--- src/rtl/unidade_busca_pc_pkg.sv ---
// Shared constants for the fetch/sequencing stage: state encoding,
// opcodes the stage cares about and the decoder's branch-control codes.
package unidade_busca_pc_pkg;

    // FSM state encoding
    localparam logic [2:0] BUSCA  = 3'd0;
    localparam logic [2:0] CARGA  = 3'd1;
    localparam logic [2:0] EXEC   = 3'd2;
    localparam logic [2:0] ESPERA = 3'd3;
    localparam logic [2:0] PARADO = 3'd4;

    // Opcodes with special meaning to the fetch stage
    localparam logic [4:0] OP_NOP     = 5'b10000;
    localparam logic [4:0] OP_BREAK   = 5'b10100;
    localparam logic [4:0] OP_JAL     = 5'b10011;
    localparam logic [4:0] OP_ENTRADA = 5'b10110;

    // Branch-control codes coming from the decoder
    typedef logic [1:0] desvio_t;
    localparam desvio_t DESV_SEQ  = 2'b00;
    localparam desvio_t DESV_BEQ  = 2'b01;
    localparam desvio_t DESV_JUMP = 2'b10;

endpackage

--- src/rtl/unidade_busca_pc_if.sv ---
// Bus between the fetch stage and its neighbours: instruction ROM,
// decoder/datapath and the user-input confirmation.
interface unidade_busca_pc_if #(
    parameter int ADDR_W  = 8,
    parameter int INSTR_W = 32
);
    import unidade_busca_pc_pkg::*;

    logic [INSTR_W-1:0] instrucaoMem;
    desvio_t            controleDesvios;
    logic               condicaoULA;
    logic               BreakFlag;
    logic               FlagJumpReg;
    logic               PrintFlag;
    logic               confirmaEntrada;

    logic [ADDR_W-1:0]  enderecoMem;
    logic [INSTR_W-1:0] instrucao;
    logic [4:0]         opcode;
    logic [ADDR_W-1:0]  pc;
    logic               habilitaExec;
    logic               escreveRetorno;
    logic [ADDR_W-1:0]  enderecoRetorno;
    logic               esperandoEntrada;
    logic               parado;

    // Fetch stage side
    modport master (
        input  instrucaoMem, controleDesvios, condicaoULA, BreakFlag,
               FlagJumpReg, PrintFlag, confirmaEntrada,
        output enderecoMem, instrucao, opcode, pc, habilitaExec,
               escreveRetorno, enderecoRetorno, esperandoEntrada, parado
    );

    // ROM / decoder / user side
    modport slave (
        output instrucaoMem, controleDesvios, condicaoULA, BreakFlag,
               FlagJumpReg, PrintFlag, confirmaEntrada,
        input  enderecoMem, instrucao, opcode, pc, habilitaExec,
               escreveRetorno, enderecoRetorno, esperandoEntrada, parado
    );

endinterface

--- src/rtl/unidade_busca_pc_detector_borda.sv ---
// Rising-edge detector for an already synchronised level: the pulse is
// high in the cycle where the input is 1 and was 0 in the previous cycle.
module detector_borda (
    input  logic clock,
    input  logic resetn,
    input  logic entrada,
    output logic borda
);

    logic anterior;

    // Remember last cycle's level so a level held high never re-triggers
    always_ff @(posedge clock or negedge resetn) begin
        if (!resetn) anterior <= 1'b0;
        else         anterior <= entrada;
    end

    assign borda = entrada & ~anterior;

endmodule

--- src/rtl/unidade_busca_pc.sv ---
// Fetch/sequencing stage: holds the PC, fetches from synchronous ROM,
// latches the instruction for the decoder and chooses the next PC from
// the decoder's flags. Three cycles per instruction (BUSCA, CARGA, EXEC),
// with ESPERA for user input and PARADO as the terminal halt state.
module unidade_busca_pc
    import unidade_busca_pc_pkg::*;
#(
    parameter int ADDR_W  = 8,
    parameter int INSTR_W = 32
) (
    input  logic              clock,
    input  logic              resetn,
    unidade_busca_pc_if.master bus
);

    logic [2:0]         estado;
    logic [ADDR_W-1:0]  pcReg;
    logic [ADDR_W-1:0]  pcMais1;
    logic [ADDR_W-1:0]  alvo;
    logic [ADDR_W-1:0]  proximoPc;
    logic [ADDR_W-1:0]  retornoReg;
    logic [INSTR_W-1:0] instrucaoReg;
    logic               bordaConfirma;
    logic               commitExec;
    logic               commitEspera;

    detector_borda u_borda (
        .clock   (clock),
        .resetn  (resetn),
        .entrada (bus.confirmaEntrada),
        .borda   (bordaConfirma)
    );

    assign pcMais1 = pcReg + ADDR_W'(1);
    assign alvo    = instrucaoReg[ADDR_W-1:0];

    // Next-PC selection from the decoder's branch control
    always_comb begin
        proximoPc = pcMais1;
        case (bus.controleDesvios)
            DESV_BEQ:  if (bus.condicaoULA) proximoPc = alvo;
            DESV_JUMP: proximoPc = alvo;
            default:   proximoPc = pcMais1;
        endcase
    end

    // Commit happens in EXEC unless halting or waiting, or on a confirm edge in ESPERA
    assign commitExec   = (estado == EXEC) && !bus.BreakFlag && !bus.PrintFlag;
    assign commitEspera = (estado == ESPERA) && bordaConfirma;

    // Sequencer state, PC, instruction latch and return address
    always_ff @(posedge clock or negedge resetn) begin
        if (!resetn) begin
            estado       <= BUSCA;
            pcReg        <= '0;
            retornoReg   <= '0;
            instrucaoReg <= {OP_NOP, {(INSTR_W-5){1'b0}}};
        end else begin
            case (estado)
                BUSCA: estado <= CARGA;
                CARGA: begin
                    instrucaoReg <= bus.instrucaoMem;
                    estado       <= EXEC;
                end
                EXEC: begin
                    if (bus.BreakFlag) begin
                        estado <= PARADO;
                    end else if (bus.PrintFlag) begin
                        estado <= ESPERA;
                    end else begin
                        pcReg  <= proximoPc;
                        estado <= BUSCA;
                        if (bus.FlagJumpReg) retornoReg <= pcMais1;
                    end
                end
                ESPERA: begin
                    if (bordaConfirma) begin
                        pcReg  <= pcMais1;
                        estado <= BUSCA;
                    end
                end
                PARADO:  estado <= PARADO;
                default: estado <= BUSCA;
            endcase
        end
    end

    assign bus.enderecoMem      = pcReg;
    assign bus.pc               = pcReg;
    assign bus.instrucao        = instrucaoReg;
    assign bus.opcode           = instrucaoReg[INSTR_W-1 -: 5];
    assign bus.habilitaExec     = commitExec | commitEspera;
    assign bus.escreveRetorno   = commitExec & bus.FlagJumpReg;
    assign bus.enderecoRetorno  = retornoReg;
    assign bus.esperandoEntrada = (estado == ESPERA);
    assign bus.parado           = (estado == PARADO);

endmodule

--- src/flat_wrapper.sv ---
// flat-port wrapper written by rule: the top's interface ports become plain ports
module unidade_busca_pc_flat import unidade_busca_pc_pkg::*;
#(
    parameter int ADDR_W  = 8,
    parameter int INSTR_W = 32
)
  (clock, resetn, bus_instrucaoMem, bus_controleDesvios, bus_condicaoULA, bus_BreakFlag, bus_FlagJumpReg, bus_PrintFlag, bus_confirmaEntrada, bus_enderecoMem, bus_instrucao, bus_opcode, bus_pc, bus_habilitaExec, bus_escreveRetorno, bus_enderecoRetorno, bus_esperandoEntrada, bus_parado);
  unidade_busca_pc_if #(.ADDR_W(ADDR_W), .INSTR_W(INSTR_W)) bus_i ();
  input  logic clock;
  input  logic resetn;
  input wire logic [$bits(bus_i.instrucaoMem)-1:0] bus_instrucaoMem;
  input wire logic [$bits(bus_i.controleDesvios)-1:0] bus_controleDesvios;
  input wire logic [$bits(bus_i.condicaoULA)-1:0] bus_condicaoULA;
  input wire logic [$bits(bus_i.BreakFlag)-1:0] bus_BreakFlag;
  input wire logic [$bits(bus_i.FlagJumpReg)-1:0] bus_FlagJumpReg;
  input wire logic [$bits(bus_i.PrintFlag)-1:0] bus_PrintFlag;
  input wire logic [$bits(bus_i.confirmaEntrada)-1:0] bus_confirmaEntrada;
  output wire logic [$bits(bus_i.enderecoMem)-1:0] bus_enderecoMem;
  output wire logic [$bits(bus_i.instrucao)-1:0] bus_instrucao;
  output wire logic [$bits(bus_i.opcode)-1:0] bus_opcode;
  output wire logic [$bits(bus_i.pc)-1:0] bus_pc;
  output wire logic [$bits(bus_i.habilitaExec)-1:0] bus_habilitaExec;
  output wire logic [$bits(bus_i.escreveRetorno)-1:0] bus_escreveRetorno;
  output wire logic [$bits(bus_i.enderecoRetorno)-1:0] bus_enderecoRetorno;
  output wire logic [$bits(bus_i.esperandoEntrada)-1:0] bus_esperandoEntrada;
  output wire logic [$bits(bus_i.parado)-1:0] bus_parado;
  assign bus_i.instrucaoMem = bus_instrucaoMem;
  assign bus_i.controleDesvios = bus_controleDesvios;
  assign bus_i.condicaoULA = bus_condicaoULA;
  assign bus_i.BreakFlag = bus_BreakFlag;
  assign bus_i.FlagJumpReg = bus_FlagJumpReg;
  assign bus_i.PrintFlag = bus_PrintFlag;
  assign bus_i.confirmaEntrada = bus_confirmaEntrada;
  assign bus_enderecoMem = bus_i.enderecoMem;
  assign bus_instrucao = bus_i.instrucao;
  assign bus_opcode = bus_i.opcode;
  assign bus_pc = bus_i.pc;
  assign bus_habilitaExec = bus_i.habilitaExec;
  assign bus_escreveRetorno = bus_i.escreveRetorno;
  assign bus_enderecoRetorno = bus_i.enderecoRetorno;
  assign bus_esperandoEntrada = bus_i.esperandoEntrada;
  assign bus_parado = bus_i.parado;
  unidade_busca_pc #(.ADDR_W(ADDR_W), .INSTR_W(INSTR_W)) u_core (.clock(clock), .resetn(resetn), .bus(bus_i));
endmodule
--- config.mk ---
export PLATFORM = sky130hd
export DESIGN_NAME = unidade_busca_pc_flat
export DESIGN_NICKNAME = d
export VERILOG_FILES = /design/src/rtl/unidade_busca_pc_pkg.sv /design/src/rtl/unidade_busca_pc_if.sv /design/src/rtl/unidade_busca_pc_detector_borda.sv /design/src/rtl/unidade_busca_pc.sv /design/src/flat_wrapper.sv
export SDC_FILE = /design/constraint.sdc
export NUM_CORES = 1
export LEC_CHECK = 0
export ABC_AREA = 1
export ABC_CLOCK_PERIOD_IN_PS = 4100
export CORE_MARGIN = 1.5
export CORE_UTILIZATION = 37
export DETAILED_ROUTE_END_ITERATION = 8
export HOLD_SLACK_MARGIN = 0.08
export PLACE_DENSITY = 0.78
export SLEW_MARGIN = 15
export SYNTH_ARGS = -nofsm -noshare
export SYNTH_HDL_FRONTEND = slang
export SYNTH_HIERARCHICAL = 1
export SYNTH_SLANG_ARGS = --single-unit
--- constraint.sdc ---
create_clock -name clock -period 4.1 [get_ports clock]
set_clock_uncertainty 0.15 [all_clocks]
set_input_delay 0.82 -clock clock [delete_from_list [all_inputs] [get_ports clock]]
set_output_delay 0.82 -clock clock [all_outputs]
set_load 0.01 [all_outputs]
* Word-level counts from Yosys, hierarchy flattened
Index checks and enable logic that the tools add are counted.
** Cells by class
- $add $sub $neg :: 1
- $mul :: 0
- Div/mod/pow operators :: 0
- Order comparisons :: 0
- Equality and inequality tests :: 9
- Shift-type cells :: 0
- Muxes and demuxes :: 10
- Bitwise logic cells :: 6
- Reduce and logical (&&, ||, !) cells :: 9
** Operators with widths (count)
- $mux 8 :: 4
- $pmux 8 s2 :: 2
- $pmux 3 s5 :: 1
- $add 8x1->8 const B :: 1
- $reduce_and 4->1 :: 2
- $eq 3x2->1 const B :: 2
- $mux 3 :: 2
- $ne 2x2->1 const B :: 2
- $eq 3x1->1 const B :: 1
- $eq 3x3->1 const B :: 1
- $logic_and 1x1->1 :: 3
- $logic_not 3->1 :: 1
- $not 1->1 :: 3
- $and 1x1->1 :: 2
- $eq 2x1->1 const B :: 1
- $eq 2x2->1 const B :: 1
- $logic_not 1->1 :: 2
- $mux 2 :: 1
- $ne 2x1->1 const B :: 1
- $reduce_bool 2->1 :: 1
- $or 1x1->1 :: 1
** Word-level totals
- Bits in registers :: 52
- Bits in latches :: 0
- Bits in writable memories :: 0
- Bits in read-only memories :: 0
- Output and inout port bits :: 65
- Word-level logic and storage cells :: 40
- Memories kept :: 0

* Logic depth before layout (Yosys ltp)
- Depth in word-level cells :: 6
- Depth in mapped cells :: 8

* Hierarchy
Netlist, hierarchy kept.
** By module, submodules not included
- unidade_busca_pc :: times used 1, cells an instance 244, area each 2476.1 µm², seq. area each 1277.5 µm²
- detector_borda :: times used 1, cells an instance 3, area each 35.0 µm², seq. area each 25.0 µm²

* Worst setup path before layout
Ideal clock, no wire load.
- Path type :: input to output
- Start point :: input bus_BreakFlag
- End point :: output bus_habilitaExec
- Data arrival time :: 1.390 ns
- Data required time :: 3.130 ns
- Path slack :: 1.740 ns
- Cell stages on the path :: 5
- Path through :: inv_1 -> nand2_2 -> nor2_4 -> nor2_8 -> inv_6
** Between the ends
- Cells in the longest elaborated chain, start to end :: 4
** RTL lines
- start: declaration :: line flat_wrapper.sv:14 : input wire logic [$bits(bus_i.BreakFlag)-1:0] bus_BreakFlag;
- $logic_not 1->1 :: line unidade_busca_pc.sv:48 : assign commitExec = (estado == EXEC) && !bus.BreakFlag && !bus.PrintFlag;
- $logic_and 1x1->1 (2 in a row) :: line unidade_busca_pc.sv:48
- $or 1x1->1 :: line unidade_busca_pc.sv:92 : assign bus.habilitaExec = commitExec | commitEspera;
- end: declaration :: line flat_wrapper.sv:22 : output wire logic [$bits(bus_i.habilitaExec)-1:0] bus_habilitaExec;
No other way between the ends.

* Worst setup path after layout
Same ends and word-level chain as after synthesis.

==> flow_summary.ini <==
[finish]
nFillCells = 575
multi_input_area_um2 = 969.7
drive_above_1_share_pct = 10.47
diodes = 0
final-seq-area_mm2 = 0.001303
fin_area_mm2 = 0.003659
syn_to_final_growth_pct = 45.69
num-nets-final = 387

[synth]
synth_area_mm2 = 0.002511
netlist.area_leader.share_pct = 50.82
synth_compound_area_share_pct = 6.278
syn_inst = 247
synth_cell_type_count = 29
synth_nets = 291
yosysTopAreaCell = dfrtp_1
ys_seq_elements = 52
synthAdderAreaFrac_pct = 1.495
synthMuxAreaShare_pct = 11.66
synth.avg_cell_area_um2 = 10.17
ys_seq_area_share_pct = 51.87
synth_top_family_by_area = simple AND/OR/NAND/NOR gates
yosys.area_share.simple_pct = 18.83
yosys.area_share.xor_xnor_pct = 0.3488
synthTopCellsByArea = dfrtp_1, mux2_1, nand2_1, buf_4, inv_1
synth_warnings = 6

[grt]
track_usage_pct = 16.57
grt_pass1_wl_um = 9584
grt_antenna_before_repair = 0
grt_max_degree = 40
grt_pass1_vias = 2068
gr-total-overflow = 0

[run]
max_cap_viol_count = 0

[worst_setup_path]
rrSetupSlack_ns = 2.02
critical_path_arrival_ns = 2.42
worstSetupPathType = input port to primary output
critical_path.max_fanout = 10
startpoint_type = input port
cp-end-kind = primary output
required_ns = 3.13

[clocking]
tritoncts = built
cts_hold_buf = 0
cts.sinks = 52
clk_latency_ns = 0.30
clk_pin_slew_worst_paths_ns = 0.10
htree_levels = 2
clockBufferDepth = 2
clockRootBuffer = clkbuf_8
cts_resized = 0
numCtsBuffers = 5
post-cts-setup-buffer-count = 0

[timing]
setup_viol = 0
period_minus_slack_ns = 3.392
slew_headroom_pct = 40.43
fin_crit_sh_pct = 82.73
finalSetupTns_ns = 0
rsz0062_at_grt = no
slew_violations = 0
timing.fmax_mhz = 294.8
hold_viol = 0
tightestPinTransition_ns = 0.8925

[power_and_ir_drop]
pwr_density_cell_mw_per_mm2 = 758.2
ir_drop_mv = 0.3031
p_leak_nw = 1.664

[place]
place_hpwl_um = 4282
portBuffers = 105
place_area_mm2 = 0.003532
gp_congestion = 0.8408

[floorplanning]
dieArea_mm2 = 0.007290
die_w_um = 85.38
rows = 29
start_util_pct = 38.88
ios = 106
die-height_um = 85.38
core-area_mm2 = 0.006459

[status]
status = complete, but fails checks
violations = design-rule violations

[worst_hold_path]
min-delay-path-class = input port to async pin

[drt]
drtAntennaViolNets = 0
wl_um = 5584
avgViaCountPerCell = 4.732
avgRoutedWirePerCell_um = 13.26
drt_iter0_drc = 80
drtPass1Iterations = 6
drc = 7
vias = 1992
==> critical path, cell delays in order <==
cell and delay (ns):
clkdlybuf4s50_1 0.40, inv_1 0.10, nand2_2 0.18, nor2_4 0.21, nor2_8 0.07, inv_6 0.10
clkdlybuf4s50_1 0.54
==> logic make-up after synthesis <==
group / Yosys count
AOI/OAI and AO/OA: 26
adders and majority gates: 3
buffers and inverters: 45
DFF: 52
and+or+nand+nor: 94
xor gates and xnor gates: 1
muxes: 26
==> per-layer routing <==
metal	wire (µm)	track usage [%]	part of all wire (%)	vias to the layer above
met2	2735	27.78	49	61
met3	364	4.377	6.5	8
met4	93	6.158	1.7	0
li1	-	-	-	977
met5	0	0	0	-
met1	2390	20.58	43	946
==> cells in the final DEF (no fill, tap or decap) <==
| cell | netlist | layout |
|---|---|---|
| clkdlybuf4s50_1 | 0 | 104 |
| dfrtp_1 | 51 | 51 |
| nand2_1 | 43 | 43 |
| mux2_1 | 26 | 26 |
| inv_1 | 23 | 23 |
| nor2_1 | 19 | 19 |
| nand3_1 | 14 | 14 |
| o21ai_0 | 11 | 11 |
| clkbuf_8 | 0 | 7 |
| a21oi_1 | 6 | 6 |
| nor2_2 | 5 | 5 |
| inv_2 | 4 | 4 |
| nand3_2 | 4 | 4 |
| a21oi_2 | 4 | 4 |
| nand4_1 | 3 | 3 |
| ha_1 | 3 | 3 |
| nor2_4 | 2 | 2 |
| nor2_8 | 2 | 2 |
| bufinv_16 | 0 | 1 |
| buf_2 | 1 | 1 |
| nand2_2 | 1 | 1 |
| inv_6 | 1 | 1 |
| nand2_4 | 1 | 1 |
| o21ai_2 | 1 | 1 |
| o211ai_1 | 1 | 1 |
| o21bai_1 | 1 | 1 |
| xor2_1 | 1 | 1 |
| o22ai_1 | 1 | 1 |
| o21a_1 | 1 | 1 |
| dfstp_2 | 1 | 1 |
| buf_4 | 15 | 1 |
==> cell usage after synthesis (all sizes together) <==
library cell and instances:
o211ai 1, xor2 1, nand2 45, ha 3, o22ai 1, nor2 28
a21oi 10, o21ai 12, o21a 1, nand4 3, inv 28, dfrtp 51
o21bai 1, mux2 26, nand3 18, buf 17, dfstp 1
==> layout make-up <==
cell class,count,area share (%)
multi-input combinational,150,26.50
clock buffer,7,2.633
timing repair buffer,106,28.80
clock inverter,1,0.8208
inverter,28,3.010
sequential,52,35.60
tap,77,2.633
==> sequential cells by signal, summed over array words and instances, names as in the netlist <==
signal,flops
u_core/bus.enderecoMem,8
u_core/bus.enderecoRetorno,8
u_core/bus.instrucao,32
u_core/estado,3
u_core/u_borda/anterior,1
==> where the power goes <==
part           internal, mW  total [mW]  switching, mW
clock                 0.216       0.383          0.168
sequential            0.768       0.959          0.191
combinational         0.794        1.43          0.638
==> metrics by stage <==
| step | total power [mW] | setup WS (ns) | instances | hold slack, ns | util (%) |
|---|---|---|---|---|---|
| after floorplan | 1.727 | 1.740 | 247 | 0.3270 | - |
| after global placement | 2.385 | 0.7195 | 413 | 0.3222 | 54.69 |
| after detailed placement | 2.416 | 0.7067 | 413 | 0.3300 | 54.69 |
| after CTS | 2.810 | 0.6929 | 421 | 0.3347 | 56.64 |
| after global routing | 2.970 | 0.6085 | 421 | 0.3583 | 56.64 |
| final | 2.774 | 0.7082 | 421 | 0.3230 | 56.64 |
==> final timing paths <==
path | start | to | depth (start not counted)
max in group asynchronous | resetn | u_core/bus.instrucao[31] | 2
worst min register to register | u_core/bus.instrucao[17] | u_core/bus.instrucao[17] | 1
worst max-delay path | bus_BreakFlag | bus_habilitaExec | 7
worst max register to register | u_core/estado[2] | u_core/bus.instrucao[13] | 3
worst min-delay path | resetn | u_core/bus.enderecoMem[6] | 1
min in group clock | u_core/bus.instrucao[17] | u_core/bus.instrucao[17] | 1
(Power assumes the default switching activity.)
